**src/rtl/pid_alu_pkg.sv**
```systemverilog
// pid_alu_pkg: shared FSM state, mode word and saturation limits for the sequential PI ALU.
package pid_alu_pkg;
  typedef enum logic [1:0] {IDLE, ADD, MUL, DONE} state_e;
  typedef struct packed {
    logic multiply;
    logic sub;
    logic mult2;
    logic mult4;
    logic saturate;
  } mode_t;
  function automatic logic signed [63:0] sat_max(input int w);
    return (64'sd1 <<< (w - 1)) - 64'sd1;
  endfunction
  function automatic logic signed [63:0] sat_min(input int w);
    return -(64'sd1 <<< (w - 1));
  endfunction
endpackage

```
**src/rtl/pid_alu_mul_iter.sv**
```systemverilog
// pid_alu_mul_iter: radix-2 signed shift-add multiplier of two (W-1)-bit operands,
// one partial product per step, with fractional alignment and saturation of the result.
module pid_alu_mul_iter import pid_alu_pkg::*; #(
  parameter int W = 16,
  parameter int FRAC = 12
) (
  input  logic         clk,
  input  logic         rst,
  input  logic         load,
  input  logic         step,
  input  logic [W-2:0] a,
  input  logic [W-2:0] b,
  output logic         last,
  output logic [W-1:0] res,
  output logic         ovf
);
  localparam int PW = 2 * W - 2;
  localparam int CW = $clog2(W);
  localparam logic [W-1:0] MAXW = W'(sat_max(W));
  localparam logic [W-1:0] MINW = W'(sat_min(W));
  logic [PW-1:0] acc_q, acc_d, mc_q, mc_d, pp;
  logic [W-2:0] mp_q, mp_d;
  logic [CW-1:0] cnt_q, cnt_d;
  logic [PW-W-FRAC:0] hi;
  logic adv, fits;
  always_comb begin
    last = cnt_q == CW'(W - 1);
    adv = step && !last;
    pp = mp_q[0] ? (cnt_q == CW'(W - 2) ? -mc_q : mc_q) : '0;
    acc_d = load ? '0 : adv ? acc_q + pp : acc_q;
    mc_d = load ? {{(PW-W+1){a[W-2]}}, a} : adv ? mc_q << 1 : mc_q;
    mp_d = load ? b : adv ? mp_q >> 1 : mp_q;
    cnt_d = load ? '0 : adv ? cnt_q + CW'(1) : cnt_q;
    hi = acc_q[PW-1:W+FRAC-1];
    fits = &hi || ~|hi;
    res = fits ? acc_q[W+FRAC-1:FRAC] : acc_q[PW-1] ? MINW : MAXW;
    ovf = !fits;
  end
  always_ff @(posedge clk or posedge rst) begin
    if (rst) begin
      acc_q <= '0;
      mc_q <= '0;
      mp_q <= '0;
      cnt_q <= '0;
    end else begin
      acc_q <= acc_d;
      mc_q <= mc_d;
      mp_q <= mp_d;
      cnt_q <= cnt_d;
    end
  end
endmodule

```
**src/rtl/pid_alu_seq.sv**
```systemverilog
// pid_alu_seq: sequential PI-controller ALU; single-cycle add/subtract with scaling and
// optional saturation, iterative saturating fixed-point multiply, start/done handshake.
module pid_alu_seq import pid_alu_pkg::*; #(
  parameter int W = 16,
  parameter int FRAC = 12
) (
  input  logic         clk,
  input  logic         rst,
  input  logic         start,
  input  logic [W-1:0] src1,
  input  logic [W-1:0] src0,
  input  logic         multiply,
  input  logic         sub,
  input  logic         mult2,
  input  logic         mult4,
  input  logic         saturate,
  output logic         busy,
  output logic         done,
  output logic [W-1:0] dst,
  output logic         ovf
);
  localparam logic signed [W+2:0] MAX3 = (W+3)'(sat_max(W));
  localparam logic signed [W+2:0] MIN3 = (W+3)'(sat_min(W));
  localparam logic [W-1:0] MAXW = W'(sat_max(W));
  localparam logic [W-1:0] MINW = W'(sat_min(W));
  if (W < 8 || W + FRAC > 2 * W - 2) begin : g_bad_params
    $error("pid_alu_seq: need W >= 8 and W+FRAC <= 2W-2");
  end
  state_e state_q, state_d;
  mode_t mode_q, mode_d;
  logic [W-1:0] src1_q, src1_d, src0_q, src0_d, dst_q, dst_d, add_res, mul_res;
  logic busy_q, busy_d, done_q, done_d, ovf_q, ovf_d;
  logic accept, fin, mul_load, mul_last, mul_ovf, add_hi, add_lo, add_ovf;
  logic [1:0] sh;
  logic signed [W+2:0] s0, sum;
  pid_alu_mul_iter #(.W(W), .FRAC(FRAC)) u_mul (
    .clk(clk), .rst(rst), .load(mul_load), .step(state_q == MUL),
    .a(src1[W-2:0]), .b(src0[W-2:0]), .last(mul_last), .res(mul_res), .ovf(mul_ovf)
  );
  always_comb begin
    accept = state_q == IDLE && start;
    mul_load = accept && multiply;
    fin = state_q == ADD || (state_q == MUL && mul_last);
    sh = mode_q.mult4 ? 2'd2 : mode_q.mult2 ? 2'd1 : 2'd0;
    s0 = {{3{src0_q[W-1]}}, src0_q} << sh;
    sum = {{3{src1_q[W-1]}}, src1_q} + (mode_q.sub ? -s0 : s0);
    add_hi = mode_q.saturate && sum > MAX3;
    add_lo = mode_q.saturate && sum < MIN3;
    add_res = add_hi ? MAXW : add_lo ? MINW : sum[W-1:0];
    add_ovf = add_hi || add_lo;
    state_d = accept ? (multiply ? MUL : ADD) : fin ? DONE : state_q == DONE ? IDLE : state_q;
    busy_d = accept || (busy_q && state_q != DONE);
    done_d = fin;
    dst_d = fin ? (mode_q.multiply ? mul_res : add_res) : dst_q;
    ovf_d = fin ? (mode_q.multiply ? mul_ovf : add_ovf) : ovf_q;
    src1_d = accept ? src1 : src1_q;
    src0_d = accept ? src0 : src0_q;
    mode_d = accept ? mode_t'{multiply, sub, mult2, mult4, saturate} : mode_q;
  end
  always_ff @(posedge clk or posedge rst) begin
    if (rst) begin
      state_q <= IDLE;
      busy_q <= 1'b0;
      done_q <= 1'b0;
      dst_q <= '0;
      ovf_q <= 1'b0;
      src1_q <= '0;
      src0_q <= '0;
      mode_q <= '0;
    end else begin
      state_q <= state_d;
      busy_q <= busy_d;
      done_q <= done_d;
      dst_q <= dst_d;
      ovf_q <= ovf_d;
      src1_q <= src1_d;
      src0_q <= src0_d;
      mode_q <= mode_d;
    end
  end
  assign busy = busy_q;
  assign done = done_q;
  assign dst = dst_q;
  assign ovf = ovf_q;
endmodule

```
**config.mk**
```make
export PLATFORM = sky130hd
export DESIGN_NAME = pid_alu_seq
export DESIGN_NICKNAME = d
export VERILOG_FILES = /design/src/rtl/pid_alu_pkg.sv /design/src/rtl/pid_alu_mul_iter.sv /design/src/rtl/pid_alu_seq.sv
export SDC_FILE = /design/constraint.sdc
export NUM_CORES = 1
export LEC_CHECK = 0
export BUFFER_PORTS_ARGS = -buffer_cell sky130_fd_sc_hd__buf_2
export CAP_MARGIN = 20
export CORE_MARGIN = 4
export CORE_UTILIZATION = 30
export DETAILED_ROUTE_END_ITERATION = 6
export RECOVER_POWER = 25
export SYNTH_ARGS = -nofsm -noshare
export SYNTH_HDL_FRONTEND = slang
export SYNTH_SLANG_ARGS = --single-unit
export TNS_END_PERCENT = 100
```
**constraint.sdc**
```tcl
create_clock -name clk -period 5.29 [get_ports clk]
set_input_delay 0.529 -clock clk [delete_from_list [all_inputs] [get_ports clk]]
set_output_delay 0.529 -clock clk [all_outputs]
set_load 0.02 [all_outputs]
```
==> results of run 1 <==
[cell families after synthesis]
logic type | share of synthesized area
simple gates | 0.151
compound gates | 0.229
xor+xnor | 0.0794
fa+ha+maj | 0.0759
flops | 0.370
mux | 0.0608
buf+inv | 0.0332
[cell type report]
cell class | instances | area [um^2]
fill | 3119 | 20000
tap | 396 | 495
timing repair buffer | 71 | 387
inverter | 26 | 97.6
antenna | 1 | 2.50
multi-input combinational | 803 | 5550
sequential | 137 | 3430
clock inverter | 8 | 95.1
clock buffer | 22 | 484
[flip-flops by register name, summed over array words and instances (netlist names)]
| register | flops |
|---|---|
| u_mul.mp_q | 15 |
| u_mul.mc_q | 30 |
| u_mul.acc_q | 30 |
| ovf | 1 |
| src0_q | 16 |
| dst | 16 |
| mode_q | 5 |
| state_q | 2 |
| done | 1 |
| busy | 1 |
| u_mul.cnt_q | 4 |
| src1_q | 16 |
[how the worst max path moves through the flow]
stage	from	endpoint	slack, ns
6_report	mode_q[1]	dst[1]	0.41
2_1_floorplan	mode_q[2]	dst[3]	0.61
5_1_grt	mode_q[1]	dst[9]	0.03
4_1_cts	mode_q[2]	dst[1]	0.33
3_3_place_gp	mode_q[2]	dst[1]	0.46
3_5_place_dp	mode_q[2]	dst[1]	0.36
[cells in the mapped netlist, drive strengths merged, types with 8 or more instances]
| master | number | area, um^2 |
|---|---|---|
| o21ai | 78 | 390 |
| clkbuf | 42 | 158 |
| and2 | 27 | 169 |
| xor2 | 47 | 412 |
| or3 | 9 | 56.3 |
| mux2 | 39 | 443 |
| a22oi | 25 | 188 |
| ha | 53 | 663 |
| nor3 | 17 | 90.1 |
| a31oi | 9 | 56.3 |
| dfrtp | 137 | 3430 |
| a21o | 15 | 113 |
| nor2 | 53 | 199 |
| buf | 9 | 52.5 |
| a211oi | 12 | 90.1 |
| xnor2 | 37 | 324 |
| o21bai | 8 | 60.1 |
| a221o | 17 | 170 |
| nand2b | 10 | 62.6 |
| a221oi | 16 | 203 |
| nand3 | 10 | 50.1 |
| a21oi | 70 | 350 |
| mux2i | 12 | 120 |
| inv | 26 | 97.6 |
| nand2 | 148 | 556 |
[worst max-delay path, delay by kind of cell, from the launching register on]
| family | cells | cell delay, ns |
|---|---|---|
| fa+ha+maj | 1 | 0.36 |
| compound gates | 9 | 1.93 |
| simple gates | 6 | 1.42 |
| xor+xnor | 2 | 0.37 |
| buf+inv | 1 | 0.22 |
| flops | 1 | 0.46 |
[per-stage QoR]
stage                     hold slack, ns  cells
after floorplan                    0.446   1017
after global placement             0.460   1433
after detailed placement           0.464   1433
after CTS                          0.286   1463
after global routing               0.299   1464
final                              0.297   1464
[routing by layer]
layer  up-vias  wire, um
li1       3765         -
met1      3636     12000
met2       157     10800
met3        24      1020
met4         0       440
met5         -         0
[cells in the final DEF, fill, tap and decap left out, drive strengths merged, types with 27 or more instances in the layout]
cell   instances
buf           70
xnor2         37
mux2          39
and2          27
ha            53
xor2          47
nand2        148
a21oi         70
o21ai         78
dfrtp        137
nor2          53
[repair_timing]
action                     4_1_cts  5_1_grt
gates resized for setup          0        3
setup buffers                    0        0
setup endpoints to repair        0       12
==> reports/results.tsv, run 1 <==
stage	metric	value	unit
floorplanning	ioPinCount	59	
synthesis	async_reset_ff_frac	1.00	
cts	clock_tree.root_cell	clkbuf_16	
routing	wl_per_cell	16.6	um
final_layout	post-route-cell-area	10500	um^2
grt	met1_usage	0.214	
sta	fin_tns_setup	0	ns
grt	grt_pass1_wl	39.6	mm
grt	use_met3	0.0230	
synthesis	ys_warn_count	0	
placement	place.gp.congestion	0.864	
sta	post-route-period-util	0.922	
synthesis	synth_flop_cell	dfrtp_1	
setup_path	slowest_delay	0.46	ns
synthesis	synth_cell_types	66	
final_layout	area.growth.synth_to_final	13.8	%
grt	busiest_layer	met2	
sta	slew-limit-headroom	-1.56	
setup_path	r2r.worst_path.cells	19	
floorplanning	die_w	184	um
routing	routed_wl	24.3	mm
cts	holdBufCountCts	0	
setup_path	cp_max_fo	15	
floorplanning	start_util	0.304	
placement	place.port_buffers	58	
setup_path	ff2ff_setup_slack	0.41	ns
sta	maxSlewViolCount	99	
sta	rsz0062_at_grt	false	
placement	pre_cts_slack	0.365	ns
synthesis	synth_edf_count	0	
run	maxCapViolations	1	
synthesis	synth_cells	1017	
synthesis	ys_ff_latch	137	
final_layout	utilization	0.345	
setup_path	critPathSlowestCell	dfrtp_1	
placement	dpl_cell_area	9950	um^2
setup_path	reg2reg_from	mode_q[1]	
grt	first_global_vias	7126	
final_layout	drive_gt1_frac	0.154	
synthesis	syn_area_per_cell	9.11	um^2
setup_path	crit_chain	or3b_1 -> a21oi_1 -> o21ai_1 -> or3_1 -> or3_1 -> nor2_1 -> nor2_1 -> xor2_1 -> ha_1 -> o21a_1 -> o21a_1 -> o31a_1 -> a311oi_2 -> o21ai_1 -> xnor2_1 -> a311oi_2 -> nor3_2 -> buf_4 -> a221oi_1	
floorplanning	die_y	184	um
floorplanning	die_area	33700	um^2
synthesis	synth_nets	1112	
cts	cts_sinks	137	
floorplanning	rows	64	
sta	post-route-min-period	4.88	ns
routing	num_vias	7582	
sta	fin_ws	0.411	ns
cts	h-tree-depth	4	
cts	clkLatencyLatePin	0.43	ns
synthesis	syn-cell-area	9260	um^2
sta	worst_pin_slew	3.83	ns
sta	clock_skew	0.00926	ns
routing	drt-pass1-iter-count	5	
run_status	violations	max-capacitance violations, max-slew violations	
min_path	hold_class	input pin to register	
cts	cts_inserted_buffers	17	
grt	grt_start_max_net_pins	99	
setup_path	worstSetupStartpointType	register	
min_path	hold_depth	3	
cts	clkSlewWorstSetupHoldPaths	0.06	ns
grt	antenna_found_initial	1	
routing	antenna_left	0	
min_path	min_to	mode_q[3]	
setup_path	end_kind	register	
synthesis	synth_seq_area_share	0.370	
cts	clk_path_buf_depth	2	
setup_path	required	5.61	ns
grt	met2_usage	0.217	
setup_path	criticalPathCategory	register to register	
routing	vias_per_cell	5.18	
run_status	outcome	complete, but fails checks	
floorplanning	core	30500	um^2
routing	route.detailed.drc	0	
cts	cts_tree	done	
final_layout	fin_nets	1151	
sta	hold_viol_final	0	
grt	grtUsageTotal	0.145	
routing	drt-initial-drc-count	592	
sta	max_freq	0.205	GHz
setup_path	cp.arrival	5.20	ns
grt	grt.overflow.total	0	
setup_path	r2r-end	dst[1]	
placement	hpwlAfterDp	18.0	mm
sta	finalSetupViolations	0	
min_path	hold_path.startpoint	sub	
Power of run 1 is left out: the tool's default activity adds up to more than one toggle a clock period on the data nets, which glitch-free logic cannot reach.
==> inputs of run 2 (changes only) <==
--- a/config.mk
+++ b/config.mk
@@ -7,11 +7,11 @@
 export LEC_CHECK = 0
 export BUFFER_PORTS_ARGS = -buffer_cell sky130_fd_sc_hd__buf_2
 export CAP_MARGIN = 20
-export CORE_MARGIN = 4
 export CORE_UTILIZATION = 30
 export DETAILED_ROUTE_END_ITERATION = 6
 export RECOVER_POWER = 25
 export SYNTH_ARGS = -nofsm -noshare
 export SYNTH_HDL_FRONTEND = slang
+export SYNTH_HIERARCHICAL = 1
 export SYNTH_SLANG_ARGS = --single-unit
 export TNS_END_PERCENT = 100
==> run 2 against run 1 <==
Compared with the run above: the run still ends with max-capacitance violations, max-slew violations left; clock-buffer cell count shrank 2; critical endpoint is now dst[2]; critical path type unchanged; core utilization decreased by 0.24 points; cell count is 13% higher; clock skew about the same; die area grew 2.7%; maximum frequency grew 0.43%; routed wire length rose by 9.8%; cell area increased by 8.9%.
==> reports/results.tsv, run 2 <==
stage	metric	value	unit	change
sta	hold_viol_final	0		unchanged
placement	place.gp.congestion	0.889		was 0.864
routing	route.detailed.drc	0		unchanged
run	maxCapViolations	1		unchanged
setup_path	ff2ff_setup_slack	0.43	ns	was 0.41 ns
cts	cts_inserted_buffers	17		unchanged
cts	clock_tree.root_cell	clkbuf_16		unchanged
setup_path	r2r-end	dst[2]		was dst[1]
grt	grt_pass1_wl	43.9	mm	was 39.6 mm
cts	clkSlewWorstSetupHoldPaths	0.06	ns	about the same
cts	clkLatencyLatePin	0.44	ns	was 0.43 ns
synthesis	async_reset_ff_frac	1.00		unchanged
grt	grt.overflow.total	0		unchanged
sta	finalSetupViolations	0		unchanged
cts	cts_tree	done		unchanged
placement	hpwlAfterDp	19.8	mm	was 18.0 mm
run_status	outcome	complete, but fails checks		unchanged
setup_path	cp_max_fo	13		was 15
routing	drt-pass1-iter-count	5		unchanged
synthesis	yosysTopAreaCell	dfrtp_1		unchanged
sta	clock_skew	0.00935	ns	was 0.00926 ns
synthesis	ys_ff_latch	137		unchanged
setup_path	slowest_delay	0.50	ns	was 0.46 ns
grt	grt_start_max_net_pins	98		was 99
grt	antenna_found_initial	0		was 1
min_path	hold_depth	3		unchanged
routing	wl_per_cell	16.1	um	was 16.6 um
floorplanning	rows	67		was 64
min_path	hold_class	input pin to register		unchanged
routing	drt-initial-drc-count	711		was 592
synthesis	syn-cell-area	10200	um^2	was 9260 um^2
final_layout	drive_gt1_frac	0.148		was 0.154
synthesis	synth_nets	1259		was 1112
floorplanning	ioPinCount	59		unchanged
sta	fin_tns_setup	0	ns	unchanged
sta	rsz0062_at_grt	false		unchanged
setup_path	r2r.worst_path.cells	17		was 19
min_path	hold_path.startpoint	sub		unchanged
setup_path	worstSetupStartpointType	register		unchanged
synthesis	yosysMostFrequentCell	nand2_1		unchanged
synthesis	synth_seq_area_share	0.337		was 0.370
placement	dpl_cell_area	10900	um^2	was 9950 um^2
setup_path	criticalPathCategory	register to register		unchanged
final_layout	seq_area	3430	um^2	unchanged
routing	routed_wl	26.7	mm	was 24.3 mm
routing	vias_per_cell	5.29		was 5.18
floorplanning	die_y	186	um	was 184 um
sta	max_freq	0.206	GHz	was 0.205 GHz
final_layout	diodes	0		was 1
sta	post-route-period-util	0.918		was 0.922
final_layout	post-route-cell-area	11500	um^2	was 10500 um^2
setup_path	required	5.59	ns	was 5.61 ns
final_layout	most-common-layout-cells	nand2_1 (166), dfrtp_1 (136), o21ai_0 (91)		was nand2_1 (148), dfrtp_1 (136), o21ai_0 (70), a21oi_1 (70), buf_2 (57)
routing	num_vias	8744		was 7582
sta	post-route-min-period	4.86	ns	was 4.88 ns
cts	h-tree-depth	4		unchanged
cts	holdBufCountCts	0		unchanged
placement	place.port_buffers	58		unchanged
final_layout	fillerInstances	3438		was 3119
synthesis	synth_common_cells	nand2_1 (167), dfrtp_1 (137), o21ai_0 (91), a21oi_1 (73), nor2_1 (62)		was nand2_1 (148), dfrtp_1 (137), a21oi_1 (70), o21ai_0 (70)
setup_path	crit_chain	mux2_2 -> nand2_1 -> ha_1 -> o211ai_1 -> nor4b_2 -> nand2_1 -> o31ai_1 -> xor2_1 -> ha_1 -> and2_1 -> and3_1 -> a211o_1 -> o2111ai_1 -> nor3b_2 -> a311oi_4 -> a221oi_1 -> o22ai_1		was or3b_1 -> a21oi_1 -> o21ai_1 -> or3_1 -> or3_1 -> nor2_1 -> nor2_1 -> xor2_1 -> ha_1 -> o21a_1 -> o21a_1 -> o31a_1 -> a311oi_2 -> o21ai_1 -> xnor2_1 -> a311oi_2 -> nor3_2 -> buf_4 -> a221oi_1
setup_path	cp.arrival	5.16	ns	was 5.20 ns
setup_path	reg2reg_from	mode_q[2]		was mode_q[1]
floorplanning	die_area	34700	um^2	was 33700 um^2
cts	cts_sinks	137		unchanged
synthesis	synth_top_area_share	0.337		was 0.370
synthesis	synth_edf_count	0		unchanged
final_layout	area.growth.synth_to_final	12.8	%	was 13.8%
synthesis	synth_cells	1164		was 1017
grt	first_global_vias	8169		was 7126
final_layout	fin_nets	1287		was 1151
run_status	violations	max-capacitance violations, max-slew violations		unchanged
setup_path	end_kind	register		unchanged
sta	maxSlewViolCount	59		was 99
setup_path	critPathSlowestCell	dfrtp_2		was dfrtp_1
floorplanning	start_util	0.304		about the same
floorplanning	die_w	186	um	was 184 um
final_layout	multiInputGateArea	6410	um^2	was 5550 um^2
sta	worst_pin_slew	3.16	ns	was 3.83 ns
min_path	min_to	mode_q[3]		unchanged
synthesis	ys_warn_count	6		was 0
sta	slew-limit-headroom	-1.11		was -1.56
synthesis	syn_area_per_cell	8.74	um^2	was 9.11 um^2
floorplanning	core	33400	um^2	was 30500 um^2
setup_path	crit_family	compound AO/OA/AOI/OAI gates		unchanged
routing	antenna_left	0		unchanged
setup_path	path_buf_inv	0		was 1
sta	worst_hold_slack	0.306	ns	was 0.297 ns
synthesis	netlist_top_cells_area	dfrtp_1 (34%), ha_1 (6.5%), nand2_1 (6.2%)		was dfrtp_1 (37%), ha_1 (7.2%), nand2_1 (6.0%)
grt	grtUsageTotal	0.162		was 0.145
cts	clk_path_buf_depth	2		unchanged
final_layout	layout_commonest_cell	nand2_1		unchanged
final_layout	top_regs	u_mul/acc_q (30), u_mul/mc_q (30)		was u_mul.acc_q (30), u_mul.mc_q (30)
synthesis	synth_flop_cell	dfrtp_1		unchanged
synthesis	synth_cell_types	84		was 66
[run 2: stage by stage]
stage / worst slack [ns] / cells / util
final: 0.432 / 1652 / 0.343
after global routing: 0.0158 / 1652 / 0.343
after CTS: 0.315 / 1652 / 0.342
after detailed placement: 0.338 / 1621 / 0.325
after global placement: 0.444 / 1621 / 0.325
after floorplan: 0.468 / 1164 / -
[run 2: metal layers]
metal,track usage,wire length [um]
met3,0.0286,949
met1,0.236,13600
met2,0.234,11400
met5,0,0
met4,0.0646,697
[run 2: final cells by class]
| cell class | count | area share |
|---|---|---|
| inverters | 31 | 0.0102 |
| multi-input cells | 933 | 0.558 |
| well taps | 448 | 0.0488 |
| clock buffers | 20 | 0.0389 |
| clock inverters | 11 | 0.0108 |
| flip-flops and latches | 137 | 0.299 |
| repair buffers | 72 | 0.0340 |
[run 2: kinds of logic after synthesis]
| logic type | Yosys count | share of synthesized area |
|---|---|---|
| flops | 137 | 0.337 |
| compound gates | 336 | 0.219 |
| xor+xnor | 77 | 0.0677 |
| simple gates | 388 | 0.189 |
| mux | 77 | 0.0818 |
| fa+ha+maj | 55 | 0.0691 |
| buf+inv | 94 | 0.0373 |
[run 2: worst max path at each step]
stage               slack (ns)      start       to  cells after the start
floorplan                 0.47  mode_q[2]   dst[0]                     19
global placement          0.44  mode_q[2]  dst[10]                     17
detailed placement        0.34  mode_q[2]  dst[12]                     17
CTS                       0.32  mode_q[2]  dst[12]                     17
global route              0.02  mode_q[2]   dst[3]                     17
finish                    0.43  mode_q[2]   dst[2]                     17
[run 2: what timing repair did]
item / 4_1_cts / 5_1_grt
setup endpoints to repair: 0 / 17
buffers inserted: 0 / 0
hold endpoints to repair: 0 / 0
gates resized for setup: 0 / 4
[run 2: worst min-delay path, delay by kind of cell]
family	cells	cell delay, ns
simple gates	1	0.04
compound gates	1	0.06
buf+inv	1	0.08
Power of run 2 is left out for the same reason.
